<file path="config.mk">
export PLATFORM = sky130hd
export DESIGN_NAME = led_panel_scan_flat
export DESIGN_NICKNAME = d
export VERILOG_FILES = /design/src/rtl/led_panel_scan_pkg.sv /design/src/rtl/led_panel_scan_if.sv /design/src/rtl/led_panel_buf.sv /design/src/rtl/led_panel_scan.sv /design/src/flat_wrapper.sv
export SDC_FILE = /design/constraint.sdc
export NUM_CORES = 1
export LEC_CHECK = 0
export CAP_MARGIN = 20
export CORE_MARGIN = 2
export CORE_UTILIZATION = 30
export DETAILED_ROUTE_END_ITERATION = 6
export PLACE_DENSITY = 0.49
export SYNTH_ARGS = -nofsm -noshare
export SYNTH_HDL_FRONTEND = slang
export SYNTH_HIERARCHICAL = 1
export SYNTH_SLANG_ARGS = --single-unit
</file>
<file path="constraint.sdc">
create_clock -name CLK -period 4.5 [get_ports CLK]
set_clock_uncertainty 0.2 [all_clocks]
set_input_delay 0.675 -clock CLK [delete_from_list [all_inputs] [get_ports CLK]]
set_output_delay 0.675 -clock CLK [all_outputs]
set_load 0.1 [all_outputs]
</file>
<file path="src/rtl/led_panel_scan_pkg.sv">
// led_pkg: LED colour codes, panel geometry and the RED detector used by the panel scanner.
package led_pkg;
    typedef enum logic [1:0] {BLU, GRN, YEL, RED} LED_t;
    localparam int ROWS = 2;
    localparam int COLS = 4;
    typedef logic [15:0] PANEL_PACKED_t;

    function automatic logic HAS_RED(PANEL_PACKED_t panel);
        for (int i = 0; i < ROWS * COLS; i++)
            if (LED_t'(panel[2*i +: 2]) == RED) return 1'b1;
        return 1'b0;
    endfunction
endpackage

</file>
<file path="src/rtl/led_panel_scan_if.sv">
// led_panel_scan_if: whole-panel update handshake between producer and display.
interface led_panel_scan_if;
    import led_pkg::*;
    logic          UPD_VALID;
    logic          UPD_READY;
    PANEL_PACKED_t UPD_PANEL;
    modport master (output UPD_VALID, output UPD_PANEL, input UPD_READY);
    modport slave (input UPD_VALID, input UPD_PANEL, output UPD_READY);
endinterface

</file>
<file path="src/rtl/led_panel_buf.sv">
// led_panel_buf: pending/active double buffer with handshake, frame-boundary swap and RED alert counter.
module led_panel_buf
    import led_pkg::*;
#(
    parameter int ALERT_W = 16
) (
    input  logic                CLK,
    input  logic                RESET_N,
    led_panel_scan_if.slave     upd,
    input  logic                i_idle,
    input  logic                i_swap,
`ifdef WALK_TEST_EN
    input  logic                i_walk,
`endif
    output PANEL_PACKED_t       o_active,
    output logic                o_xfer,
    output logic                o_danger,
    output logic [ALERT_W-1:0]  o_alerts
);
    PANEL_PACKED_t r_active, r_pending, w_active_n;
    logic r_pfull, r_ready, w_pfull_n;

`ifdef WALK_TEST_EN
    assign upd.UPD_READY = r_ready && !i_walk;
`else
    assign upd.UPD_READY = r_ready;
`endif
    assign o_xfer   = upd.UPD_VALID && upd.UPD_READY;
    assign o_active = r_active;

    // While idle an update goes straight to the active buffer; otherwise it waits in pending.
    always_comb begin
        w_active_n = (o_xfer && i_idle) ? upd.UPD_PANEL : (i_swap && r_pfull) ? r_pending : r_active;
        w_pfull_n  = (i_swap && r_pfull) ? 1'b0 : (o_xfer && !i_idle) ? 1'b1 : r_pfull;
    end

    always_ff @(posedge CLK) begin
        if (!RESET_N) begin
            r_active  <= '0;
            r_pending <= '0;
            r_pfull   <= 1'b0;
            r_ready   <= 1'b1;
            o_danger  <= 1'b0;
            o_alerts  <= '0;
        end else begin
            r_active  <= w_active_n;
            r_pending <= (o_xfer && !i_idle) ? upd.UPD_PANEL : r_pending;
            r_pfull   <= w_pfull_n;
            r_ready   <= !w_pfull_n;
            o_danger  <= HAS_RED(w_active_n);
            if (o_xfer && HAS_RED(upd.UPD_PANEL) && o_alerts != '1)
                o_alerts <= o_alerts + 1'b1;
        end
    end
endmodule

</file>
<file path="src/rtl/led_panel_scan.sv">
// led_panel_scan: row-multiplexed 2x4 RYGB panel driver with tear-free buffer swap.
// Define WALK_TEST_EN to add the WALK_REQ-triggered single-RED walk test.
module led_panel_scan
    import led_pkg::*;
#(
    parameter int DWELL_CYCLES = 1000,
    parameter int BLANK_CYCLES = 2,
    parameter int ALERT_W      = 16
) (
    input  logic                CLK,
    input  logic                RESET_N,
`ifdef WALK_TEST_EN
    input  logic                WALK_REQ,
`endif
    led_panel_scan_if.slave     upd,
    output logic [1:0]          ROW_SEL,
    output logic [7:0]          COL_COLOR,
    output logic                DANGER,
    output logic [ALERT_W-1:0]  ALERTS,
    output logic                FRAME_DONE
);
    localparam int CW = $clog2(DWELL_CYCLES + BLANK_CYCLES + 1);
    localparam logic [CW-1:0] BL = CW'(BLANK_CYCLES - 1);
    localparam logic [CW-1:0] DW = CW'(DWELL_CYCLES - 1);

`ifdef WALK_TEST_EN
    typedef enum logic [1:0] {IDLE, BLANK, DRIVE, WALK} state_t;
`else
    typedef enum logic [1:0] {IDLE, BLANK, DRIVE} state_t;
`endif

    state_t r_state, w_state_n;
    logic r_row, w_row_n, w_xfer, w_swap;
    logic [CW-1:0] r_cnt, w_cnt_n;
    PANEL_PACKED_t w_active, w_disp;

`ifdef WALK_TEST_EN
    logic r_walk, w_walk_n;
    logic [2:0] r_wpos, w_wpos_n;
    assign w_swap = FRAME_DONE && !r_walk;
    // Walk overlays the display only; the active buffer is left intact and reappears afterwards.
    assign w_disp = r_walk ? (16'h5555 | (16'h0003 << {r_wpos, 1'b0})) : w_active;
`else
    assign w_swap = FRAME_DONE;
    assign w_disp = w_active;
`endif

    led_panel_buf #(.ALERT_W(ALERT_W)) u_buf (
        .CLK      (CLK),
        .RESET_N  (RESET_N),
        .upd      (upd),
        .i_idle   (r_state == IDLE),
        .i_swap   (w_swap),
`ifdef WALK_TEST_EN
        .i_walk   (r_walk),
`endif
        .o_active (w_active),
        .o_xfer   (w_xfer),
        .o_danger (DANGER),
        .o_alerts (ALERTS)
    );

    assign FRAME_DONE = (r_state == DRIVE) && r_row && (r_cnt == '0);
    assign ROW_SEL    = (r_state == DRIVE) ? {r_row, !r_row} : 2'b00;
    assign COL_COLOR  = (r_state == DRIVE) ? (r_row ? w_disp[15:8] : w_disp[7:0]) : 8'h00;

    always_comb begin
        w_state_n = r_state;
        w_row_n   = r_row;
        w_cnt_n   = r_cnt - 1'b1;
        case (r_state)
            IDLE:  if (w_xfer) begin w_state_n = BLANK; w_row_n = 1'b0; w_cnt_n = BL; end
            BLANK: if (r_cnt == '0) begin w_state_n = DRIVE; w_cnt_n = DW; end
            DRIVE: if (r_cnt == '0) begin w_state_n = BLANK; w_row_n = !r_row; w_cnt_n = BL; end
`ifdef WALK_TEST_EN
            WALK:  begin w_state_n = BLANK; w_row_n = 1'b0; w_cnt_n = BL; end
`endif
            default: w_state_n = IDLE;
        endcase
`ifdef WALK_TEST_EN
        w_walk_n = r_walk;
        w_wpos_n = r_wpos;
        if (FRAME_DONE && r_walk) begin
            w_wpos_n = r_wpos + 3'd1;
            w_walk_n = r_wpos != 3'd7;
        end
        if (WALK_REQ) begin
            w_state_n = WALK;
            w_walk_n  = 1'b1;
            w_wpos_n  = 3'd0;
        end
`endif
    end

    always_ff @(posedge CLK) begin
        if (!RESET_N) begin
            r_state <= IDLE;
            r_row   <= 1'b0;
            r_cnt   <= '0;
`ifdef WALK_TEST_EN
            r_walk  <= 1'b0;
            r_wpos  <= 3'd0;
`endif
        end else begin
            r_state <= w_state_n;
            r_row   <= w_row_n;
            r_cnt   <= w_cnt_n;
`ifdef WALK_TEST_EN
            r_walk  <= w_walk_n;
            r_wpos  <= w_wpos_n;
`endif
        end
    end
endmodule

</file>
<file path="src/flat_wrapper.sv">
// flat-port wrapper written by rule: the top's interface ports become plain ports
module led_panel_scan_flat import led_pkg::*;
#(
    parameter int DWELL_CYCLES = 1000,
    parameter int BLANK_CYCLES = 2,
    parameter int ALERT_W      = 16
)
  (CLK, RESET_N, ROW_SEL, COL_COLOR, DANGER, ALERTS, FRAME_DONE, upd_UPD_VALID, upd_UPD_PANEL, upd_UPD_READY);
  led_panel_scan_if upd_i ();
  input  logic CLK;
  input  logic RESET_N;
  output logic [1:0] ROW_SEL;
  output logic [7:0] COL_COLOR;
  output logic DANGER;
  output logic [ALERT_W-1:0] ALERTS;
  output logic FRAME_DONE;
  input wire logic [$bits(upd_i.UPD_VALID)-1:0] upd_UPD_VALID;
  input wire logic [$bits(upd_i.UPD_PANEL)-1:0] upd_UPD_PANEL;
  output wire logic [$bits(upd_i.UPD_READY)-1:0] upd_UPD_READY;
  assign upd_i.UPD_VALID = upd_UPD_VALID;
  assign upd_i.UPD_PANEL = upd_UPD_PANEL;
  assign upd_UPD_READY = upd_i.UPD_READY;
  led_panel_scan #(.DWELL_CYCLES(DWELL_CYCLES), .BLANK_CYCLES(BLANK_CYCLES), .ALERT_W(ALERT_W)) u_core (.CLK(CLK), .RESET_N(RESET_N), .upd(upd_i), .ROW_SEL(ROW_SEL), .COL_COLOR(COL_COLOR), .DANGER(DANGER), .ALERTS(ALERTS), .FRAME_DONE(FRAME_DONE));
endmodule
</file>
# After elaboration in Yosys (flattened, before gate mapping)
# Cells that the tools add are included.
# totals
regBits,64
latch_bits,0
ram_bits,0
mem_bits_ro,0
in_bits,19
output_inout_bits,29
elab_cells,220
n_memories,0
# classes
add_sub_neg,2
mul,0
n_div,0
magnitude_cmp,0
n_eq_ne,22
shifts,0
mux,170
n_bitwise,0
reduce_logical,17
# op_table
operator,n
1-bit two-way mux,156
2-bit equality test (second input constant),17
16-bit two-way mux,2
10-bit two-way mux,3
10-bit one-hot mux with 3 select lines,1
16-bit by 1-bit adder with 16-bit output (second input constant),1
8-bit two-way mux,2
16-bit inequality test (second input constant),1
10-bit zero test,1
10-bit by 1-bit subtractor with 10-bit output (second input constant),1
1-bit logical AND,8
2-bit two-way mux,4
2-bit one-hot mux with 3 select lines,1
3-bit AND reduction,2
2-bit by 1-bit inequality test with 1-bit output (second input constant),2
1-bit zero test,3
2-bit by 1-bit equality test with 1-bit output (second input constant),1
2-bit zero test,1
2-bit inequality test (second input constant),1
1-bit one-hot mux with 2 select lines,1
2-bit AND reduction,1
2-bit nonzero test,1

# Logic depth before layout (Yosys ltp)
# Gate-level depths: netlist (run 1).
# depth
ltp_word,45
ltp_mapped,11
mapped_depth_nobuf,11

# Cells and area by module
# Netlist (run 1), hierarchy kept.
# modules_own_cells
mod,n_inst,cells_per_inst,area_each_um2,seq_area_each_um2
led_panel_buf,1,275,2416.1,1021.0
led_panel_scan,1,105,888.4,260.2

# Worst setup path before layout (run 1)
# OpenSTA, ideal clock, no wires.
# synth_path
path_kind,register to register
from,reg u_core.r_state[1]
to,reg u_core.u_buf.o_danger
setup_time_ns,0.120
arrival_ns,4.707
required_time_ns,4.180
setup_slack_ns,-0.526
stages_incl_launch_ff,11
path_buffers,1
synth_period_minus_slack_ns,5.026
cell_sequence,dfxtp_1 > nor2b_1 > and2_1 > clkbuf_1 > inv_1 > nor2_1 > nand2_1 > mux2i_1 > a21oi_1 > a22o_1 > o31a_1
# synth_between
elab_chain_len,30
elab_cells_between_ends,87
cone_classes,eq/ne: 9; mux: 72; reduce/logical: 6
# synth_rtl
element,line,rtl
from (decl),led_panel_scan.sv:32,"state_t r_state, w_state_n;"
from (signal assigned),led_panel_scan.sv:105,r_state <= w_state_n;
2-bit equality test (*),led_panel_scan.sv:63,assign FRAME_DONE = (r_state == DRIVE) && r_row && (r_cnt == '0);
1-bit logical AND (*) (2 in a row),led_panel_scan.sv:63,
named net FRAME_DONE,flat_wrapper.sv:16,output logic FRAME_DONE;
1-bit logical AND (*),led_panel_buf.sv:33,w_active_n = (o_xfer && i_idle) ? upd.UPD_PANEL : (i_swap && r_pfull) ? r_pending : r_active;
16-bit two-way mux (*) (2 in a row),led_panel_buf.sv:33,
2-bit equality test,led_panel_scan_pkg.sv:10,if (LED_t'(panel[2*i +: 2]) == RED) return 1'b1;
1-bit two-way mux,led_panel_scan_pkg.sv:10,
1-bit two-way mux,led_panel_scan_pkg.sv:9,for (int i = 0; i < ROWS * COLS; i++)
1-bit two-way mux,led_panel_buf.sv:38,if (!RESET_N) begin
1-bit two-way mux,led_panel_scan_pkg.sv:10,
1-bit two-way mux (2 in a row),led_panel_scan_pkg.sv:9,
1-bit two-way mux,led_panel_buf.sv:38,
1-bit two-way mux,led_panel_scan_pkg.sv:10,
1-bit two-way mux (3 in a row),led_panel_scan_pkg.sv:9,
1-bit two-way mux,led_panel_buf.sv:38,
1-bit two-way mux (4 in a row),led_panel_scan_pkg.sv:10,
1-bit two-way mux (7 in a row),led_panel_scan_pkg.sv:9,
to (signal assigned),led_panel_buf.sv:50,o_danger <= HAS_RED(w_active_n);
to (decl),led_panel_buf.sv:17,"output logic o_danger,"
# The timed path passes the listed nets; every way through them passes the cells marked *. The select of a mux whose other input is x is not followed.
# A chain may end at the register's enable or synchronous reset.

# Worst setup path in the final report (run 1)
# layout_path
from,reg u_core.r_cnt[5]
to,reg u_core.u_buf.o_danger
# layout_between
elab_chain_len,29
elab_cells_between_ends,84
cone_classes,eq/ne: 8; mux: 72; reduce/logical: 4
# layout_rtl
element,line,rtl
from (decl),led_panel_scan.sv:34,"logic [CW-1:0] r_cnt, w_cnt_n;"
from (signal assigned),led_panel_scan.sv:107,r_cnt <= w_cnt_n;
10-bit zero test (*),led_panel_scan.sv:63,
1-bit logical AND (*),led_panel_scan.sv:63,
1-bit logical AND (*),led_panel_buf.sv:33,
16-bit two-way mux (*) (2 in a row),led_panel_buf.sv:33,
2-bit equality test,led_panel_scan_pkg.sv:10,
1-bit two-way mux,led_panel_scan_pkg.sv:10,
1-bit two-way mux,led_panel_scan_pkg.sv:9,
1-bit two-way mux,led_panel_buf.sv:38,
1-bit two-way mux,led_panel_scan_pkg.sv:10,
1-bit two-way mux (2 in a row),led_panel_scan_pkg.sv:9,
1-bit two-way mux,led_panel_buf.sv:38,
1-bit two-way mux,led_panel_scan_pkg.sv:10,
1-bit two-way mux (3 in a row),led_panel_scan_pkg.sv:9,
1-bit two-way mux,led_panel_buf.sv:38,
1-bit two-way mux (4 in a row),led_panel_scan_pkg.sv:10,
1-bit two-way mux (7 in a row),led_panel_scan_pkg.sv:9,
# Mark *: on every way between the ends. The rest lies on a longest branch, timed or not. The select of a mux whose other input is x is not followed.

==> key figures, run 1 <==
Yosys
  – Mean post-synth cell area: 8.70 sq um
  – Post-synth ARST share: 0%
  – Post-synth EDFFs: 0
  – Yosys warns: 6
  – Mapped Area: 0.00330 sq mm
  – Main flop type after synthesis: dfxtp_1
  – Yosys cell types: 58
  – Synth Instances: 380
  – Sequential-to-total area share from yosys stat: around 39%
  – Post-Syn Nets: 402
  – #FFs+latches synth: 64

Clocking
  – Root Driver: clkbuf_8
  – CTS clk-pin slew, worst paths: 70 ps
  – Number of gates resized after cts: 0
  – CTS Hold Bufs: 0
  – CTS tree: yes
  – Clock Latency Late Sink: 340 ps
  – CTS buffer count: 9
  – Total setup buffers inserted after CTS: 0
  – Sink Count: 64
  – H-tree levels: 3
  – Maximum buffer depth of the clock tree: 2

Worst setup path
  – WP data arrival: 3480 ps
  – Delay-heaviest family, CP: simple AND/OR/NAND/NOR gates
  – CP max-delay cell: or4_4
  – CP endpoint kind: flop
  – CP Max Fanout: 18
  – Delay of the slowest critical-path stage: 610 ps
  – CP cell instances: or4_4 -> or3_1 -> nor2_2 -> buf_4 -> nand2_1 -> mux2i_1 -> a21oi_1 -> a22o_1 -> o31a_1
  – CP Buf/Inv Count: 1
  – CP Class: flop to flop
  – R2R Path Start: u_core/r_cnt[5]
  – Critical path startpoint category: flop
  – Critical path origin: u_core/r_cnt[5]
  – WP data required: 4530 ps

Floorplan
  – Die width: 109 um
  – # rows: 38
  – Core Box Area: roughly 0.011 sq mm
  – Die H: between 100 and 150 um
  – IO Count: 48
  – Die footprint: 0.0119 sq mm
  – Initial core utilization: 30.6%

Power and ir drop
  – Sw Pwr: 821 uW
  – Maximum vdd drop: ~270 uV
  – Total Power: ~2100 uW
  – P per Cell Area: 514 mW/mm^2
  – Clk pwr share: 25.8%
  – Power share of the sequential group: 37.7%
  – Sw frac: 39.2%
  – Lkg Pwr: between 0.0015 and 0.002 uW
  – Internal power: between 1000 and 1500 uW
  – Logic pwr share: ~37%

Placement
  – PortBufs: 47
  – Routability cong.: 0.744
  – Placed Cells: 550
  – Detailed Place HPWL: 5960 um

Global route
  – Vias in the first global route: between 2,000 and 3,000
  – Gr ovfl total: 0
  – Initial antenna violation count: 0
  – First-pass GRT wire length: 14,100 um
  – Total global-route track usage: between 10% and 20%
  – Pin count of the biggest net entering global routing: a little under 60

Timing
  – Period utilisation layout: 76.6%
  – Setup TNS: 0 ps
  – RSZ-0062 raised after global routing: no
  – F_max: 290 MHz
  – Hold Fails Final Rpt: 0
  – Period minus WS final: 3450 ps
  – Max-slew headroom: 29.0%
  – Max-slew violations: 0
  – Final setup fails: 0
  – Worst-Margin Slew: between 1000 and 1500 ps

Finish
  – Most common cell after layout, fill and taps aside: dfxtp_1
  – Non-Filler Instances: 566
  – Most frequent cells in the layout: dfxtp_1 (64), nand2_1 (57), clkdlybuf4s50_1 (37), nand3_1 (35), and2_1 (20)
  – # nets final: 443
  – ANT cells: 0
  – Share of cells above drive strength 1: 12.9%
  – Area grow syn2layout: 23.5%
  – Final cell utilization of the core: roughly 38%

Route
  – DR vias: 2,856
  – Post-Route WL: 8690 um
  – Avg WL per Cell: between 15 and 20 um
  – ANT nets after route: 0
  – Via density: just over 5
  – Residual DRC: 0
  – Initial DRC count: 154
  – 1st-pass router iterations: 4

Min path
  – Hold path startpoint: u_core/u_buf/r_pending[2]
  – Worst hold path class: flop to flop

Run
  – Max Cap Viol: 0

Outcome
  – Status: complete, no violations
## through the flow
step                setup slack, ps  cell area, sq um  hold slack (ps)
global route                    790              4080              295
global placement               1080              3860              257
finish                         1050              4080              265
detailed placement             1040              3860              259
floorplan                      88.0              3310              235
CTS                            1020              4080              269
## path summary, 6_finish.rpt
kind	endpoint	slack, ps	depth (start not counted)
min reg2reg	u_core/u_buf/r_pending[2]	260	2
max reg2reg	u_core/u_buf/o_danger	1050	9
min	u_core/u_buf/r_pending[2]	260	2
max	u_core/u_buf/o_danger	1050	9
## area by class of cell
| class | count | area, sq um |
|---|---|---|
| Timing Repair Buffer | 51 | 475 |
| Clock inverter | 2 | 35.0 |
| Tap cell | 140 | 175 |
| Clock buffer | 14 | 183 |
| Inverter | 9 | 33.8 |
| Sequential cell | 64 | 1280 |
| Fill cell | 1101 | 6710 |
| Multi-Input combinational cell | 286 | 1900 |
## per-layer routing
layer	vias to the layer above	GRT usage (%)	share of wire (%)	routed length (um)
li1	1445	-	-	-
met1	1350	21.5	51	4390
met2	53	23.4	45	3880
met3	8	3.11	3.5	306
met4	0	5.77	1.2	108
met5	-	0	0	0
## cells in the mapped netlist, types with 4 or more instances
library cell	number	area, sq um
nand2_1	57	214
a21oi_1	11	55.1
clkbuf_1	15	56.3
xnor2_1	8	70.1
nor3_2	6	60.1
a22oi_1	4	30.0
and2_1	20	125
mux2i_1	5	50.1
a22o_1	13	114
nor2b_1	6	37.5
inv_1	7	26.3
dfxtp_1	64	1280
o21ai_0	10	50.1
a21boi_0	9	67.6
o211a_1	9	90.1
nor3_1	5	25.0
a21boi_1	8	60.1
nand3_1	35	175
nand4_1	4	25.0
xor2_1	8	70.1
buf_2	4	20.0
nor2_1	17	63.8
## power groups by stage
stage                     combinational (uW)  sequential (uW)  clock, uW
final                                    766              789        541
after global routing                     852              808        585
after CTS                                768              786        554
after detailed placement                 762              799          0
after global placement                   757              795          0
after floorplan                          567              826          0
## logic make-up (layout without fill, tap and decap cells)
kind of cell | count (synthesis) | in the layout | share of synthesized area (%)
adders and majority gates | 3 | 3 | 1.14
DFF | 64 | 64 | 38.8
AOI/OAI and AO/OA | 89 | 89 | 21.9
and+or+nand+nor | 173 | 173 | 28.5
xor gates and xnor gates | 16 | 16 | 4.24
buffers and inverters | 30 | 76 | 3.90
muxes | 5 | 5 | 1.51
## flip-flops by register name, indices dropped and copies added (netlist names)
signal / cells
u_core/r_cnt: 10
u_core/r_row: 1
u_core/r_state: 2
u_core/u_buf/o_active: 16
u_core/u_buf/o_alerts: 16
u_core/u_buf/o_danger: 1
u_core/u_buf/r_pending: 16
u_core/u_buf/r_pfull: 1
u_core/u_buf/upd.UPD_READY: 1
## worst min-delay path, cell delays in order (launching register included)
cell      delay, ps
dfxtp_1         310
nand2_1          50
a21boi_0         60
Power figures use the tool's default switching activity.
==> inputs of run 2 (changes only) <==
Clock period 4.5 ns to 3.5 ns, I/O delays scaled along.
==> key figures, run 2 (synthesis results as in run 1) <==
Outcome
  – Status: complete, no violations

Finish
  – # nets final: 445
  – Share of cells above drive strength 1: 15.9%
  – Fin area: approximately 0.004 sq mm
  – ANT cells: 0
  – Most common cell after layout, fill and taps aside: dfxtp_1
  – Area grow syn2layout: 22.2%
  – Most frequent cells in the layout: dfxtp_1 (64), nand2_1 (57), nand3_1 (35), buf_4 (27), clkdlybuf4s50_1 (25)

Timing
  – Setup WS post-layout: 375 ps
  – Max-slew violations: 0
  – Period utilisation layout: 89.3%
  – Worst hold slack: 265 ps
  – Worst-Margin Slew: 968 ps
  – Setup TNS: 0 ps
  – Final setup fails: 0
  – F_max: 320 MHz
  – Period minus WS final: roughly 3100 ps
  – RSZ-0062 raised after global routing: no
  – Hold Fails Final Rpt: 0
  – Max-slew headroom: 35.3%

Worst setup path
  – WP data arrival: 2400 ps
  – CP Max Fanout: 14
  – CP Class: flop to output port
  – Delay of the slowest critical-path stage: 610 ps
  – Critical path origin: u_core/r_cnt[5]
  – Critical path startpoint category: flop
  – R2R Path Start: u_core/r_cnt[5]
  – Delay-heaviest family, CP: simple AND/OR/NAND/NOR gates
  – CP cell instances: or4_4 -> or3_1 -> nor2_4 -> buf_4 -> buf_12
  – WP data required: 2770 ps
  – CP endpoint kind: output port
  – CP Buf/Inv Count: 2
  – CP max-delay cell: or4_4

Floorplan
  – Die H: ~110 um
  – Die footprint: 0.0119 sq mm
  – # rows: 38
  – Initial core utilization: 30.6%
  – IO Count: 48
  – Die width: 109 um
  – Core Box Area: approximately 0.011 sq mm

Clocking
  – H-tree levels: 3
  – Clock Latency Late Sink: between 300 and 400 ps
  – Sink Count: 64
  – Total setup buffers inserted after CTS: 0
  – Number of gates resized after cts: 0
  – Root Driver: clkbuf_8
  – CTS buffer count: 9
  – CTS clk-pin slew, worst paths: 70 ps
  – CTS Hold Bufs: 0
  – CTS tree: yes
  – Maximum buffer depth of the clock tree: 2

Route
  – Initial DRC count: between 100 and 150
  – 1st-pass router iterations: 4
  – Avg WL per Cell: 14.9 um
  – Post-Route WL: 8440 um
  – Via density: roughly 5
  – Residual DRC: 0
  – DR vias: slightly below 3,000
  – ANT nets after route: 0

Power and ir drop
  – Maximum vdd drop: around 320 uV
  – Lkg Pwr: 0.00162 uW
  – P per Cell Area: about 640 mW/mm^2
  – Total Power: approximately 2600 uW

Placement
  – PortBufs: 47
  – Dpl cell area: 0.00386 sq mm
  – Detailed Place HPWL: 5830 um
  – DP Worst Slack: 450 ps
  – Routability cong.: 0.757

Global route
  – GRT met1 Usage: 20.5%
  – Initial antenna violation count: 0
  – Gr ovfl total: 0
  – M3 GR Usage: ~2.9%
  – GR peak layer: met2
  – Pin count of the biggest net entering global routing: 59
  – Global Route met2 Usage: 23.5%
  – Vias in the first global route: roughly 2,800
  – Total global-route track usage: around 15%
  – First-pass GRT wire length: roughly 14,000 um

Min path
  – Worst hold path class: flop to flop
  – Hold path startpoint: u_core/u_buf/r_pending[12]

Run
  – Max Cap Viol: 0
-- run 2: changes by cell type in the layout (fill, tap and decap cells not counted), sizes merged --
cell	previous run	this run
buf	14	28
clkdlybuf4s50	37	25
clkbuf	14	12
bufinv	1	0
clkinv	2	3
clkinvlp	0	1
-- run 2: path summary, 6_finish.rpt --
kind / end / slack [ps] / cells after the start
worst min-delay path: u_core/u_buf/r_pending[12] / 260 / 2
worst min register to register: u_core/u_buf/r_pending[12] / 260 / 2
worst max-delay path: FRAME_DONE / 370 / 5
worst max register to register: u_core/u_buf/o_danger / 420 / 8
-- run 2: layout make-up --
cell class	count	area, sq um
Fill cell	1121	6760
Multi-Input combinational cell	286	1900
Sequential cell	64	1280
Timing Repair Buffer	53	473
Tap cell	140	175
Clock buffer	12	155
Inverter	9	33.8
Clock inverter	3	17.5
-- run 2: report_power, final --
part           leakage [uW]  internal [uW]  switching [uW]  total [uW]
sequential         0.000523            869             129         998
combinational       0.00101            371             626         997
clock             0.0000882            290             285         575
-- run 2: metrics by stage --
step           instances  util (%)
2_1_floorplan        380         -
3_3_place_gp         552      35.8
3_5_place_dp         552      35.8
4_1_cts              567      37.4
5_1_grt              567      37.4
6_report             567      37.4
-- run 2: per-layer routing --
layer  up-vias  wire, um
li1       1451         -
met1      1366      4040
met2        60      4000
met3         9       284
met4         0       120
met5         -         0
-- run 2: worst register-to-register path, delay by kind of cell, from the launching register on --
kind,cells,cell delay (ps)
AND/OR/NAND/NOR,4,1510
flip-flops,1,380
multiplexers,1,240
AO/OA/AOI/OAI,3,640
==> inputs of run 3 (changes only) <==
Settings changed: SETUP_SLACK_MARGIN from default to 0.2.
==> key figures, run 3 (synthesis results as in run 1) <==
Outcome
  – Status: complete, no violations

Worst setup path
  – CP Class: flop to output port
  – WP data arrival: 2450 ps
  – CP endpoint kind: output port
  – CP Max Fanout: 14
  – Register-to-Register Path Depth: 8
  – WP data required: 2770 ps
  – Critical path startpoint category: flop

Timing
  – Max-slew headroom: 35.1%
  – Period utilisation layout: 90.7%
  – F_max: 315 MHz
  – Setup WS post-layout: approximately 320 ps
  – Hold Fails Final Rpt: 0
  – Max-slew violations: 0
  – Setup TNS: 0 ps
  – Worst-Margin Slew: 970 ps
  – Final setup fails: 0
  – RSZ-0062 raised after global routing: no
  – Period minus WS final: roughly 3200 ps

Power and ir drop
  – Maximum vdd drop: 258 uV
  – P per Cell Area: between 600 and 700 mW/mm^2
  – Lkg Pwr: ~0.0017 uW

Route
  – Avg WL per Cell: ~15 um
  – ANT nets after route: 0
  – 1st-pass router iterations: 4
  – Post-Route WL: between 8000 and 9000 um
  – DR vias: 2,948
  – Initial DRC count: 173
  – Residual DRC: 0
  – Via density: 5.17

Clocking
  – CTS clk-pin slew, worst paths: around 70 ps
  – CTS Hold Bufs: 0
  – Root Driver: clkbuf_8
  – CTS tree: yes
  – Maximum buffer depth of the clock tree: 2
  – H-tree levels: 3
  – Sink Count: between 60 and 70
  – Total setup buffers inserted after CTS: 0
  – CTS buffer count: 9
  – Number of gates resized after cts: 0
  – Clock Latency Late Sink: 340 ps

Placement
  – Detailed Place HPWL: 5900 um
  – Placed Cells: 554
  – DP Worst Slack: 545 ps
  – Dpl cell area: 0.00399 sq mm
  – PortBufs: 47
  – Routability cong.: 0.788

Floorplan
  – # rows: 38
  – IO Count: between 40 and 50
  – Die footprint: 0.0119 sq mm
  – Die H: 109 um
  – Die width: about 110 um
  – Core Box Area: roughly 0.011 sq mm
  – Initial core utilization: between 30 and 40%

Global route
  – Gr ovfl total: 0
  – First-pass GRT wire length: 13,700 um
  – Vias in the first global route: about 2,700
  – Pin count of the biggest net entering global routing: 35
  – Initial antenna violation count: 0
  – Total global-route track usage: 14.9%

Finish
  – ANT cells: 0
  – Most frequent cells in the layout: dfxtp_1 (64), nand2_1 (56), nand3_1 (35), clkdlybuf4s50_1 (24), buf_4 (22)
  – Fin area: 0.00416 sq mm
  – Area grow syn2layout: 25.8%
  – Most common cell after layout, fill and taps aside: dfxtp_1
  – Final cell utilization of the core: 38.5%
  – Non-Filler Instances: 570
  – # nets final: between 400 and 500
  – Share of cells above drive strength 1: approximately 17%

Run
  – Max Cap Viol: 0

Min path
  – Worst hold path class: flop to flop
  – Worst Hold Path Cells: 2
==> run 3: path summary, 6_finish.rpt <==
path | startpoint | end | slack, ps
worst max register to register | u_core/r_cnt[5] | u_core/u_buf/o_danger | 550
worst min register to register | u_core/u_buf/r_pending[14] | u_core/u_buf/r_pending[14] | 260
worst min-delay path | u_core/u_buf/r_pending[14] | u_core/u_buf/r_pending[14] | 260
worst max-delay path | u_core/r_cnt[5] | FRAME_DONE | 320
==> run 3: critical path, cell delays in order, from the launching register on <==
cell,delay [ps]
dfxtp_1,380
or4_4,610
or3_1,500
nor2_4,180
buf_4,240
buf_12,200
==> run 3: layout make-up <==
class                   count  area, sq um
inverters                   9         33.8
repair buffers             55          586
multi-input cells         286         1910
flip-flops and latches     64         1280
clock inverters             7         48.8
fillers                  1098         6640
clock buffers               9          124
well taps                 140          175
==> run 3: metrics by stage <==
step / hold slack, ps / total power, uW
CTS: 260 / 2590
detailed placement: 248 / 2020
finish: 260 / 2570
floorplan: 235 / 1800
global route: 272 / 2760
global placement: 246 / 2010
==> run 3: report_power, final <==
group / switching [uW] / internal (uW) / total, uW
Clock: 307 / 255 / 562
Combinational: 625 / 379 / 1000
Sequential: 135 / 869 / 1000
==> run 3: layer usage <==
metal	track usage, %	part of all wire [%]	up-vias
met2	22.7	48	63
li1	-	-	1455
met4	5.68	1.7	0
met5	0	0	-
met3	2.51	4.4	12
met1	20.9	46	1418
